`src/rtl/naive_bus_rr_arbiter_pkg.sv`:
```
// Shared types and helpers for the naive-bus round-robin arbiter.
// The FSM state type, the counter width and the round-robin pointer wrap.
package naive_arb_pkg;

  typedef enum logic {
    ARB_IDLE = 1'b0,
    ARB_HOLD = 1'b1
  } arb_state_t;

  localparam int CNT_W = 16;

  // Next round-robin start position after master 'ptr' has been served.
  function automatic int unsigned rr_next(input int unsigned ptr, input int unsigned n);
    return (ptr == n - 1) ? 0 : ptr + 1;
  endfunction

endpackage

```
`src/rtl/naive_bus_rr_arbiter_if.sv`:
```
// Naive-bus bundle around the arbiter: the N requesting masters on the m_* side, the shared slave on s_*.
// 'slave' is the arbiter's view (it is the slave of the masters); 'master' is the surrounding environment.
interface naive_bus_rr_arbiter_if #(
  parameter int N_MASTER = 3,
  parameter int AW       = 32,
  parameter int DW       = 32
);
  localparam int BW = DW / 8;

  logic [N_MASTER-1:0]    m_rd_req;
  logic [N_MASTER-1:0]    m_wr_req;
  logic [N_MASTER*AW-1:0] m_addr;
  logic [N_MASTER*DW-1:0] m_wr_data;
  logic [N_MASTER*BW-1:0] m_wr_be;
  logic [N_MASTER-1:0]    m_rd_gnt;
  logic [N_MASTER-1:0]    m_wr_gnt;
  logic [DW-1:0]          m_rd_data;
  logic [N_MASTER-1:0]    m_rd_valid;

  logic                   s_rd_req;
  logic                   s_wr_req;
  logic [AW-1:0]          s_addr;
  logic [DW-1:0]          s_wr_data;
  logic [BW-1:0]          s_wr_be;
  logic                   s_rd_gnt;
  logic                   s_wr_gnt;
  logic [DW-1:0]          s_rd_data;

  modport slave (
    input  m_rd_req, m_wr_req, m_addr, m_wr_data, m_wr_be,
    output m_rd_gnt, m_wr_gnt, m_rd_data, m_rd_valid,
    output s_rd_req, s_wr_req, s_addr, s_wr_data, s_wr_be,
    input  s_rd_gnt, s_wr_gnt, s_rd_data
  );

  modport master (
    output m_rd_req, m_wr_req, m_addr, m_wr_data, m_wr_be,
    input  m_rd_gnt, m_wr_gnt, m_rd_data, m_rd_valid,
    input  s_rd_req, s_wr_req, s_addr, s_wr_data, s_wr_be,
    output s_rd_gnt, s_wr_gnt, s_rd_data
  );

endinterface

```
`src/rtl/naive_bus_rr_arbiter_rr_pick.sv`:
```
// Combinational winner selection: lowest-index priority requester first,
// otherwise the first requester at or after 'base', wrapping modulo N.
module rr_pick #(
  parameter  int N  = 3,
  localparam int IW = $clog2(N)
) (
  input  logic [N-1:0]  req,
  input  logic [IW-1:0] base,
  input  logic [N-1:0]  prio,
  output logic [IW-1:0] winner,
  output logic          found
);

  logic [N-1:0] prio_req;
  int           j;

  assign prio_req = req & prio;

  always_comb begin
    // NOTE: every output of a combinational block gets a default first so no latch is inferred.
    winner = '0;
    found  = 1'b0;
    j      = 0;
    if (|prio_req) begin
      found = 1'b1;
      for (int i = N - 1; i >= 0; i--) begin
        if (prio_req[i]) winner = IW'(i);
      end
    end else begin
      // Scanning downward and overwriting leaves the closest requester at or after base.
      for (int k = N - 1; k >= 0; k--) begin
        j = (int'(base) + k) % N;
        if (req[j]) begin
          winner = j[IW-1:0];
          found  = 1'b1;
        end
      end
    end
  end

endmodule

```
`src/rtl/naive_bus_rr_arbiter.sv`:
```
// Round-robin arbiter sharing one naive-bus slave between N_MASTER masters, with per-master
// priority override, stall hold, one-cycle read-data return routing and a contention counter.
module naive_bus_rr_arbiter
  import naive_arb_pkg::*;
#(
  parameter int                  N_MASTER  = 3,
  parameter int                  AW        = 32,
  parameter int                  DW        = 32,
  parameter logic [N_MASTER-1:0] PRIO_MASK = 'b001
) (
  input  logic                   clk,
  input  logic                   rst,
  naive_bus_rr_arbiter_if.slave  bus,
  output logic [CNT_W-1:0]       conflict_cnt
);

  localparam int IW = $clog2(N_MASTER);
  localparam int BW = DW / 8;

  arb_state_t          state_q, state_d;
  logic [IW-1:0]       sel_q, sel_d;
  logic [IW-1:0]       rr_ptr_q, rr_ptr_d;
  logic                rvalid_q, rvalid_d;
  logic [IW-1:0]       rsel_q, rsel_d;
  logic [CNT_W-1:0]    conflict_cnt_q, conflict_cnt_d;

  logic [N_MASTER-1:0] req;
  logic [IW-1:0]       pick_idx;
  logic                pick_found;
  logic [IW-1:0]       win_idx;
  logic                win_vld;
  logic                active;
  logic                rd_gnt_hit;
  logic                wr_gnt_hit;
  logic                any_gnt;
  logic                multi_req;

  logic [AW-1:0]       addr_a  [N_MASTER];
  logic [DW-1:0]       wdata_a [N_MASTER];
  logic [BW-1:0]       be_a    [N_MASTER];

  for (genvar i = 0; i < N_MASTER; i++) begin : g_unpack
    assign addr_a[i]  = bus.m_addr[i*AW +: AW];
    assign wdata_a[i] = bus.m_wr_data[i*DW +: DW];
    assign be_a[i]    = bus.m_wr_be[i*BW +: BW];
  end

  assign req       = bus.m_rd_req | bus.m_wr_req;
  assign multi_req = ($countones(req) >= 2);

  rr_pick #(
    .N (N_MASTER)
  ) u_pick (
    .req    (req),
    .base   (rr_ptr_q),
    .prio   (PRIO_MASK),
    .winner (pick_idx),
    .found  (pick_found)
  );

  // While holding, the latched master stays selected; dropping its request empties the winner.
  always_comb begin
    win_idx = pick_idx;
    win_vld = pick_found;
    if (state_q == ARB_HOLD) begin
      win_idx = sel_q;
      win_vld = req[sel_q];
    end
  end

  assign active     = win_vld & ~rst;
  assign rd_gnt_hit = active & bus.s_rd_gnt;
  assign wr_gnt_hit = active & bus.s_wr_gnt;
  assign any_gnt    = rd_gnt_hit | wr_gnt_hit;

  always_comb begin
    bus.s_rd_req  = 1'b0;
    bus.s_wr_req  = 1'b0;
    bus.s_addr    = '0;
    bus.s_wr_data = '0;
    bus.s_wr_be   = '0;
    bus.m_rd_gnt  = '0;
    bus.m_wr_gnt  = '0;
    if (active) begin
      bus.s_rd_req           = bus.m_rd_req[win_idx];
      bus.s_wr_req           = bus.m_wr_req[win_idx];
      bus.s_addr             = addr_a[win_idx];
      bus.s_wr_data          = wdata_a[win_idx];
      bus.s_wr_be            = be_a[win_idx];
      bus.m_rd_gnt[win_idx]  = bus.s_rd_gnt;
      bus.m_wr_gnt[win_idx]  = bus.s_wr_gnt;
    end
  end

  // A read returned during reset is dropped, even if it was granted just before.
  assign bus.m_rd_data  = rvalid_q ? bus.s_rd_data : '0;
  assign bus.m_rd_valid = (rvalid_q & ~rst) ? (N_MASTER'(1) << rsel_q) : '0;
  assign conflict_cnt   = conflict_cnt_q;

  always_comb begin
    state_d        = state_q;
    sel_d          = sel_q;
    rr_ptr_d       = rr_ptr_q;
    rvalid_d       = rd_gnt_hit;
    rsel_d         = rsel_q;
    conflict_cnt_d = conflict_cnt_q;

    unique case (state_q)
      ARB_IDLE: begin
        if (active && !any_gnt) begin
          state_d = ARB_HOLD;
          sel_d   = win_idx;
        end
      end
      ARB_HOLD: begin
        if (!active || any_gnt) state_d = ARB_IDLE;
      end
      default: state_d = ARB_IDLE;
    endcase

    if (any_gnt) rr_ptr_d = IW'(rr_next(32'(win_idx), N_MASTER));
    if (rd_gnt_hit) rsel_d = win_idx;
    if (multi_req && (conflict_cnt_q != '1)) conflict_cnt_d = conflict_cnt_q + CNT_W'(1);
  end

  always_ff @(posedge clk) begin
    // NOTE: state flops use non-blocking assignments so every flop samples pre-edge values.
    if (rst) begin
      state_q        <= ARB_IDLE;
      sel_q          <= '0;
      rr_ptr_q       <= '0;
      rvalid_q       <= 1'b0;
      rsel_q         <= '0;
      conflict_cnt_q <= '0;
    end else begin
      state_q        <= state_d;
      sel_q          <= sel_d;
      rr_ptr_q       <= rr_ptr_d;
      rvalid_q       <= rvalid_d;
      rsel_q         <= rsel_d;
      conflict_cnt_q <= conflict_cnt_d;
    end
  end

endmodule
```
`src/flat_wrapper.sv`:
```
// flat-port wrapper written by rule: the top's interface ports become plain ports
module naive_bus_rr_arbiter_flat import naive_arb_pkg::*;
#(
  parameter int                  N_MASTER  = 3,
  parameter int                  AW        = 32,
  parameter int                  DW        = 32,
  parameter logic [N_MASTER-1:0] PRIO_MASK = 'b001
)
  (clk, rst, conflict_cnt, bus_m_rd_req, bus_m_wr_req, bus_m_addr, bus_m_wr_data, bus_m_wr_be, bus_m_rd_gnt, bus_m_wr_gnt, bus_m_rd_data, bus_m_rd_valid, bus_s_rd_req, bus_s_wr_req, bus_s_addr, bus_s_wr_data, bus_s_wr_be, bus_s_rd_gnt, bus_s_wr_gnt, bus_s_rd_data);
  naive_bus_rr_arbiter_if #(.N_MASTER(N_MASTER), .AW(AW), .DW(DW)) bus_i ();
  input  logic clk;
  input  logic rst;
  output logic [CNT_W-1:0] conflict_cnt;
  input wire logic [$bits(bus_i.m_rd_req)-1:0] bus_m_rd_req;
  input wire logic [$bits(bus_i.m_wr_req)-1:0] bus_m_wr_req;
  input wire logic [$bits(bus_i.m_addr)-1:0] bus_m_addr;
  input wire logic [$bits(bus_i.m_wr_data)-1:0] bus_m_wr_data;
  input wire logic [$bits(bus_i.m_wr_be)-1:0] bus_m_wr_be;
  output wire logic [$bits(bus_i.m_rd_gnt)-1:0] bus_m_rd_gnt;
  output wire logic [$bits(bus_i.m_wr_gnt)-1:0] bus_m_wr_gnt;
  output wire logic [$bits(bus_i.m_rd_data)-1:0] bus_m_rd_data;
  output wire logic [$bits(bus_i.m_rd_valid)-1:0] bus_m_rd_valid;
  output wire logic [$bits(bus_i.s_rd_req)-1:0] bus_s_rd_req;
  output wire logic [$bits(bus_i.s_wr_req)-1:0] bus_s_wr_req;
  output wire logic [$bits(bus_i.s_addr)-1:0] bus_s_addr;
  output wire logic [$bits(bus_i.s_wr_data)-1:0] bus_s_wr_data;
  output wire logic [$bits(bus_i.s_wr_be)-1:0] bus_s_wr_be;
  input wire logic [$bits(bus_i.s_rd_gnt)-1:0] bus_s_rd_gnt;
  input wire logic [$bits(bus_i.s_wr_gnt)-1:0] bus_s_wr_gnt;
  input wire logic [$bits(bus_i.s_rd_data)-1:0] bus_s_rd_data;
  assign bus_i.m_rd_req = bus_m_rd_req;
  assign bus_i.m_wr_req = bus_m_wr_req;
  assign bus_i.m_addr = bus_m_addr;
  assign bus_i.m_wr_data = bus_m_wr_data;
  assign bus_i.m_wr_be = bus_m_wr_be;
  assign bus_m_rd_gnt = bus_i.m_rd_gnt;
  assign bus_m_wr_gnt = bus_i.m_wr_gnt;
  assign bus_m_rd_data = bus_i.m_rd_data;
  assign bus_m_rd_valid = bus_i.m_rd_valid;
  assign bus_s_rd_req = bus_i.s_rd_req;
  assign bus_s_wr_req = bus_i.s_wr_req;
  assign bus_s_addr = bus_i.s_addr;
  assign bus_s_wr_data = bus_i.s_wr_data;
  assign bus_s_wr_be = bus_i.s_wr_be;
  assign bus_i.s_rd_gnt = bus_s_rd_gnt;
  assign bus_i.s_wr_gnt = bus_s_wr_gnt;
  assign bus_i.s_rd_data = bus_s_rd_data;
  naive_bus_rr_arbiter #(.N_MASTER(N_MASTER), .AW(AW), .DW(DW), .PRIO_MASK(PRIO_MASK)) u_core (.clk(clk), .rst(rst), .bus(bus_i), .conflict_cnt(conflict_cnt));
endmodule
```
`config.mk`:
```
export PLATFORM = sky130hd
export DESIGN_NAME = naive_bus_rr_arbiter_flat
export DESIGN_NICKNAME = d
export VERILOG_FILES = /design/src/rtl/naive_bus_rr_arbiter_pkg.sv /design/src/rtl/naive_bus_rr_arbiter_if.sv /design/src/rtl/naive_bus_rr_arbiter_rr_pick.sv /design/src/rtl/naive_bus_rr_arbiter.sv /design/src/flat_wrapper.sv
export SDC_FILE = /design/constraint.sdc
export NUM_CORES = 1
export LEC_CHECK = 0
export CAP_MARGIN = 20
export CELL_PAD_IN_SITES_DETAIL_PLACEMENT = 1
export CELL_PAD_IN_SITES_GLOBAL_PLACEMENT = 1
export CORE_AREA = 2 2 147 149
export CTS_CLUSTER_DIAMETER = 150
export CTS_CLUSTER_SIZE = 28
export DETAILED_ROUTE_END_ITERATION = 8
export DIE_AREA = 0 0 149 151
export PLACE_DENSITY_LB_ADDON = 0.1
export SYNTH_ARGS = -nofsm -noshare
export SYNTH_HDL_FRONTEND = slang
export SYNTH_SLANG_ARGS = --single-unit
```
`constraint.sdc`:
```
create_clock -name clk -period 4.9 [get_ports clk]
set_clock_uncertainty 0.2 [all_clocks]
set_input_delay 0.49 -clock clk [delete_from_list [all_inputs] [get_ports clk]]
set_output_delay 0.49 -clock clk [all_outputs]
set_load 0.05 [all_outputs]
```
==> After elaboration in Yosys (flattened, before gate mapping) <==
Cells that the tools add are included.
{ "word_totals": {"register_bits": 24, "latchBits": 0, "ramBits": 0, "mem_bits_ro": 0, "input_bits": 246, "output_inout_bits": 127, "wordCells": 93, "memories": 0} }
{ "op_classes": {"addsub": 6, "n_mul": 0, "div_mod_pow": 3, "n_lt_le_gt_ge": 8, "eq_ne": 2, "shifts": 1, "n_mux": 49, "bitwise_logic": 11, "n_reduce_logical": 7} }
{ "ops": {"columns": ["operator", "count"], "rows": [
  ["32-bit two-way mux", 7],
  ["32-bit binary-select mux with 2-bit select", 2],
  ["32-bit by 4-bit < comparator with 1-bit output, second input constant", 3],
  ["32-bit by 3-bit remainder unit with 32-bit output, second input constant", 2],
  ["32-bit by 1-bit adder with 32-bit output", 1],
  ["32-bit by 3-bit greater-or-equal comparator with 1-bit output, second input constant", 1],
  ["3-bit by 3-bit remainder unit with 32-bit output, second input constant", 1],
  ["1-bit two-way mux", 19],
  ["16-bit by 1-bit adder with 16-bit output, second input constant", 1],
  ["16-bit != test, second input constant", 1],
  ["1-bit binary-select mux with 2-bit select", 6],
  ["2-bit two-way mux", 6],
  ["4-bit two-way mux", 3],
  ["3-bit two-way mux", 3],
  ["4-bit binary-select mux with 2-bit select", 1],
  ["3-bit AND", 2],
  ["2-bit by 3-bit < comparator with 1-bit output, second input constant", 2],
  ["1-bit AND", 4],
  ["2-bit by 1-bit adder with 3-bit output, second input constant", 1],
  ["2-bit by 2-bit adder with 3-bit output, second input constant", 1],
  ["3-bit greater-or-equal comparator, second input constant", 1],
  ["1-bit logical AND", 3],
  ["2-bit inverter with 3-bit output", 1],
  ["3-bit OR", 1],
  ["12 further kinds", 14]
]} }

==> Logic depth before layout (Yosys ltp) <==
{ "depth": {"depth_word": 17, "mapped_depth": 12, "depth_no_buf": 9} }

==> Cells and area by module <==
Synthesis repeated with hierarchy kept, for this count alone.
{ "hier_totals": {"cells_unflattened": 477, "hier_area_um2": 3613.5} }
{ "modules_own_cells": {"columns": ["mod", "instances", "cells_per_inst", "area_per_inst_um2", "seq_area_each_um2"], "rows": [
  ["naive_bus_rr_arbiter", 1, 448, 3389.5, 480.5],
  ["rr_pick", 1, 29, 224.0, 0.0]
]} }

==> Worst setup path before layout <==
Ideal clock, no wire load.
{ "synth_timing": {"path_type": "register to output", "startpoint": "register u_core.rr_ptr_q[0]", "endpoint": "output port bus_m_rd_gnt[0]", "t_arrival_ps": 3137, "required_time_ps": 4210, "slack_ps": 1073, "stages_incl_launch_ff": 9, "n_path_buf": 1, "cell_sequence": "dfxtp_1 inv_1 ha_1 a21boi_2 o21ai_1 a221oi_2 o2bb2ai_4 buf_2 nor4_1"} }
{ "synth_between": {"elab_chain_len": 16, "word_cells_on_any_way": 32, "cone_classes": "add/sub (2); div (3); order compare (2); mux (22); bitwise (2); reduce/logical (1)"} }
{ "synth_lines": {"columns": ["item", "line", "rtl"], "rows": [
  ["start, declared", "naive_bus_rr_arbiter.sv:22", "logic [IW-1:0] rr_ptr_q, rr_ptr_d;"],
  ["start signal, assigned", "naive_bus_rr_arbiter.sv:138", "rr_ptr_q <= rr_ptr_d;"],
  ["2-bit by 2-bit adder with 3-bit output", "naive_bus_rr_arbiter_rr_pick.sv:32", "j = (int'(base) + k) % N;"],
  ["32-bit by 3-bit remainder unit with 32-bit output", "naive_bus_rr_arbiter_rr_pick.sv:32", null],
  ["1-bit binary-select mux with 2-bit select", "naive_bus_rr_arbiter_rr_pick.sv:33", "if (req[j]) begin"],
  ["1-bit two-way mux (not written as such) (2 in series)", "naive_bus_rr_arbiter_rr_pick.sv:33", null],
  ["2-bit two-way mux (3 in series)", "naive_bus_rr_arbiter_rr_pick.sv:33", null],
  ["2-bit two-way mux", "naive_bus_rr_arbiter_rr_pick.sv:24", "if (|prio_req) begin"],
  ["2-bit two-way mux", "naive_bus_rr_arbiter.sv:65", "if (state_q == ARB_HOLD) begin"],
  ["2-bit by 3-bit < comparator with 1-bit output (not written as such) or 2-bit by 1-bit greater-or-equal comparator with 1-bit output (tied branches)", "naive_bus_rr_arbiter.sv:90", "bus.m_rd_gnt[win_idx] = bus.s_rd_gnt;"],
  ["1-bit logical AND (not written as such)", "naive_bus_rr_arbiter.sv:90", null],
  ["1-bit two-way mux (not written as such)", "naive_bus_rr_arbiter.sv:90", null],
  ["1-bit demux with 2-bit select", null, null],
  ["3-bit AND (no line)", null, null],
  ["3-bit two-way mux *", "naive_bus_rr_arbiter.sv:84", "if (active) begin"],
  ["end, declared", "flat_wrapper.sv:19", "output wire logic [$bits(bus_i.m_rd_gnt)-1:0] bus_m_rd_gnt;"]
]} }
Every way passes the cells marked *; elsewhere a longest branch is shown, timed or not. The select of a mux whose other input is x is not followed.

==> Worst setup path after layout <==
{ "layout_timing": {"startpoint": "register u_core.rr_ptr_q[0]", "endpoint": "output port bus_s_addr[28]"} }
{ "layout_between": {"elab_chain_len": 15, "word_cells_on_any_way": 30, "cone_classes": "add/sub (2); div (3); mux (23); bitwise (2)"} }
{ "layout_lines": {"columns": ["item", "line", "rtl"], "rows": [
  ["2-bit by 2-bit adder with 3-bit output", "naive_bus_rr_arbiter_rr_pick.sv:32", null],
  ["32-bit by 3-bit remainder unit with 32-bit output", "naive_bus_rr_arbiter_rr_pick.sv:32", null],
  ["1-bit binary-select mux with 2-bit select", "naive_bus_rr_arbiter_rr_pick.sv:33", null],
  ["1-bit two-way mux (not written as such) (2 in series)", "naive_bus_rr_arbiter_rr_pick.sv:33", null],
  ["2-bit two-way mux (3 in series)", "naive_bus_rr_arbiter_rr_pick.sv:33", null],
  ["2-bit two-way mux", "naive_bus_rr_arbiter_rr_pick.sv:24", null],
  ["2-bit two-way mux", "naive_bus_rr_arbiter.sv:65", null],
  ["2-bit inverter with 3-bit output (not written as such)", "naive_bus_rr_arbiter.sv:87", "bus.s_addr = addr_a[win_idx];"],
  ["32-bit binary-select mux with 2-bit select", "naive_bus_rr_arbiter.sv:87", null],
  ["32-bit two-way mux (not written as such) (2 in series)", "naive_bus_rr_arbiter.sv:87", null],
  ["32-bit two-way mux *", "naive_bus_rr_arbiter.sv:84", null],
  ["end, declared", "flat_wrapper.sv:25", "output wire logic [$bits(bus_i.s_addr)-1:0] bus_s_addr;"]
]} }
Marks and branches as above.

==> flow_results.org <==
** Run status
- The run finished with clean final reports.

** GRT
- The total overflow left after global routing is 0.
- Across every metal layer, demand over resource in global routing totals 0.168.
- The number of global-route vias before repair was approximately 4700.
- Wire length of the first global-routing pass :: ~28000 um
- Entering global routing, the biggest net connects 42 pins.
- The number of antenna violations at the first check in global routing was 2.

** Timing
- Post-layout worst setup margin :: ~0.62 ns
- RSZ-0062 raised after global routing :: no
- Achievable Freq :: about 230 MHz
- Hold is met by around 0.32 ns.
- Adding up every negative setup slack in the final design gives 0 ns.
- Minimum clock period after layout :: 4.28 ns
- At the pin with the least slew margin, the transition time is approximately 0.8 ns.
- The total count of max-transition violations in the final report was 0.
- Final worst path period share :: 0.873
- Relative max-transition margin :: 0.463
- Final setup violation count :: 0
- The number of hold violations in the final report was 0.

** Synth
- After synthesis, the most frequently instantiated cells are 71 x mux2i_1, 48 x o2bb2ai_1, 32 x and2_1, 24 x dfxtp_1.
- Most used DFF post-synth :: dfxtp_1
- Number of warnings printed during yosys synthesis :: 0
- Of the post-synthesis cell area, the dominant cell type holds 0.218.
- Share of synthesized area occupied by flip-flops and latches :: 0.147
- Post-synth design cell area :: about 0.0033 mm^2
- The number of nets handed over by synthesis was between 600 and 700.
- Top-count cell post-synth :: mux2i_1
- After synthesis, the cell types taking the most area are mux2i_1 22%, dfxtp_1 15%, o2bb2ai_1 13%.
- Number of flops mapped to enable cells by yosys :: 0
- In the synthesized netlist the async set-or-reset flop fraction comes to 0.
- Post-synthesis instance total :: between 300 and 400
- A synthesized cell averages roughly 8.7 um^2.
- FF+latch count, synth :: 24
- Post-synth top area cell :: mux2i_1
- Number of distinct standard cells referenced by the synthesized netlist :: between 50 and 60

** Routing
- For this run, the detailed router's first-pass iteration total came to 4.
- The first routing iteration left 87 violations.
- Number of routed nets with antenna violations :: 0
- Final routed wire length divided by cell count :: ~21 um
- Summing over every cut layer, the via total after detailed routing is ~4400.
- Dividing the detail-routed via count by the number of cells gives between 4 and 5.
- For this block, the routed nets add up to 21000 um of wire.
- Number of design rule violations left after detail routing :: 0

** Worst setup path
- Along the worst path, the maximum fanout reaches 30.
- The largest single stage delay on the critical path is between 0.8 and 0.9 ns.
- Data required time of the worst path :: roughly 4.2 ns
- Grouping stages by cell kind, the critical path spends the most delay in compound AO/OA/AOI/OAI gates.
- STA classifies the critical path endpoint as an output port.
- Worst EP arrival :: 3.59 ns
- Startpoint Class :: flip-flop
- Together, buffers and inverters on the worst path number 2.
- Kind of critical path :: flip-flop to output port
- Worst-path cell with the longest stage delay :: clkdlybuf4s50_1
- The signal on the critical path passes through inv_1 > ha_1 > or2_1 > a31oi_1 > nor2_1 > a21oi_1 > nand2b_4 > o2bb2ai_1 > clkdlybuf4s50_1.

** Die
- between 300 and 400 I/O pins were placed.
- For this configuration, the core starts out at a cell density of 0.157.
- The initialized floorplan defines 53 standard-cell rows.
- Die Footprint :: between 0.02 and 0.025 mm^2
- The die is around 150 um wide.
- Std-Cell Core Area :: approximately 0.021 mm^2
- Height of the chip :: around 150 um

** Cells and area
- Number of fillers in the final layout :: between 2000 and 2500
- Layout area overhead :: 121%
- Fraction of layout instances using a drive strength above 1 :: 0.118
- Post-layout utilization of the core :: 0.346
- For this run, the post-layout net count is a little under 1000.

** Placed design
- Setup slack at placement :: roughly 0.7 ns
- In this run the tool buffered the top-level ports with roughly 370 buffer cells.
- The congestion estimate from routability-driven global placement came to around 0.81.
- Post-DP HPWL :: between 15000 and 20000 um

** CTS
- Post-CTS setup buffers :: 0
- Counting along the longest clock path gives a buffer depth of 2.
- Number of clock sinks seen by CTS :: 24
- CTS H-tree depth :: 1
- Once the clock tree was built, the resizer swapped 0 gates to a different size.
- CTS tree :: built
- Total clock buffers created by CTS :: 3
- Worst-skew pair later-pin latency :: 0.27 ns
- After clock tree synthesis, the clock-pin slew on the worst setup and hold paths is roughly 0.070 ns.
- Hold_buf cts :: 0
- The tree is rooted in a clkbuf_16.

** Pwr
- Final total power :: approximately 1.6 mW
- P per Cell Area :: between 200 and 250 mW/mm^2
- Summed over all cells, the static leakage comes to 2.53 nW.
- IR Drop Worst-Case VDD :: ~0.15 mV

** Flow run
- Across the run, the number of max-cap violations was 0.

** Worst hold path
- Class of the most critical hold timing path :: flip-flop to flip-flop
## placed cells by master, fill, tap and decap left out, drive strengths merged, types with 2 or more instances in the layout
cell	instances
nor3	10
nand4	3
nand2	11
buf	48
o21ai	12
nand3	9
xor2	9
a22o	2
a21oi	13
o21bai	2
nor2	23
o2bb2ai	69
and2	32
and3	3
or2	4
nor4	2
xnor2	2
diode	2
clkbuf	3
dfxtp	24
nor4bb	2
clkdlybuf4s50	330
ha	4
nand2b	3
o31ai	4
or4	2
and4	2
nor2b	3
or3	4
inv	9
a221oi	2
mux2i	71
## routing by layer
metal  part of all wire  track usage  up-vias
li1                   -            -     2130
met1               0.33        0.154     2055
met2               0.58        0.360      191
met3              0.083       0.0515       13
met4              0.015       0.0305        0
met5                  0            0        -
## report_power, final
part	leakage (nW)	internal (mW)	switching [mW]	total (mW)
clock network	0.0511	0.163	0.0819	0.245
registers	0.195	0.204	0.0142	0.218
logic	2.28	0.468	0.711	1.18
total	2.53	0.834	0.807	1.64
## final timing paths
kind / start / to / slack [ns] / depth (start not counted)
setup reg to reg: u_core.rr_ptr_q[0] / u_core.rr_ptr_q[1] / 2.21 / 8
hold / removal: u_core.rr_ptr_q[1] / u_core.rr_ptr_q[1] / 0.32 / 2
setup / recovery: u_core.rr_ptr_q[0] / bus_s_addr[28] / 0.62 / 9
hold reg to reg: u_core.rr_ptr_q[1] / u_core.rr_ptr_q[1] / 0.32 / 2
## flip-flops by register name (all words and copies together), names as in the netlist
signal	flops
u_core.rvalid_q	1
u_core.sel_q	2
u_core.rsel_q	2
u_core.rr_ptr_q	2
u_core.state_q	1
u_core.conflict_cnt	16
## cells by family (layout without fill, tap and decap cells)
group | count (synthesis) | count (layout) | synth area share
xor+xnor | 11 | 11 | 0.0296
fa+ha+maj | 4 | 4 | 0.0154
mux | 71 | 71 | 0.218
simple gates | 114 | 114 | 0.202
buf+inv | 39 | 391 | 0.0672
flops | 24 | 24 | 0.147
compound gates | 112 | 112 | 0.321
other cells | 0 | 2 | 0
## per-stage QoR
| stage | area (um^2) | std cells |
|---|---|---|
| 2_1_floorplan | 3260 | 375 |
| 3_3_place_gp | 7090 | 998 |
| 3_5_place_dp | 7090 | 998 |
| 4_1_cts | 7200 | 1002 |
| 5_1_grt | 7200 | 1004 |
| 6_report | 7200 | 1004 |
## worst min-delay path, stage by stage (launching register included)
cell,delay [ns]
dfxtp_1,0.32
inv_1,0.07
o31ai_1,0.08
## area by class of cell
class | instances | area (um^2) | share of cell area
Antenna cell | 2 | 5.00 | 0.000695
Multi-Input combinational cell | 312 | 2560 | 0.355
Clock inverter | 1 | 30.0 | 0.00417
Clock buffer | 3 | 75.1 | 0.0104
Tap cell | 275 | 344 | 0.0478
Sequential cell | 24 | 480 | 0.0667
Inverter | 9 | 33.8 | 0.00469
Timing Repair Buffer | 378 | 3680 | 0.510
Note: power is estimated with default switching activity, not from simulation.
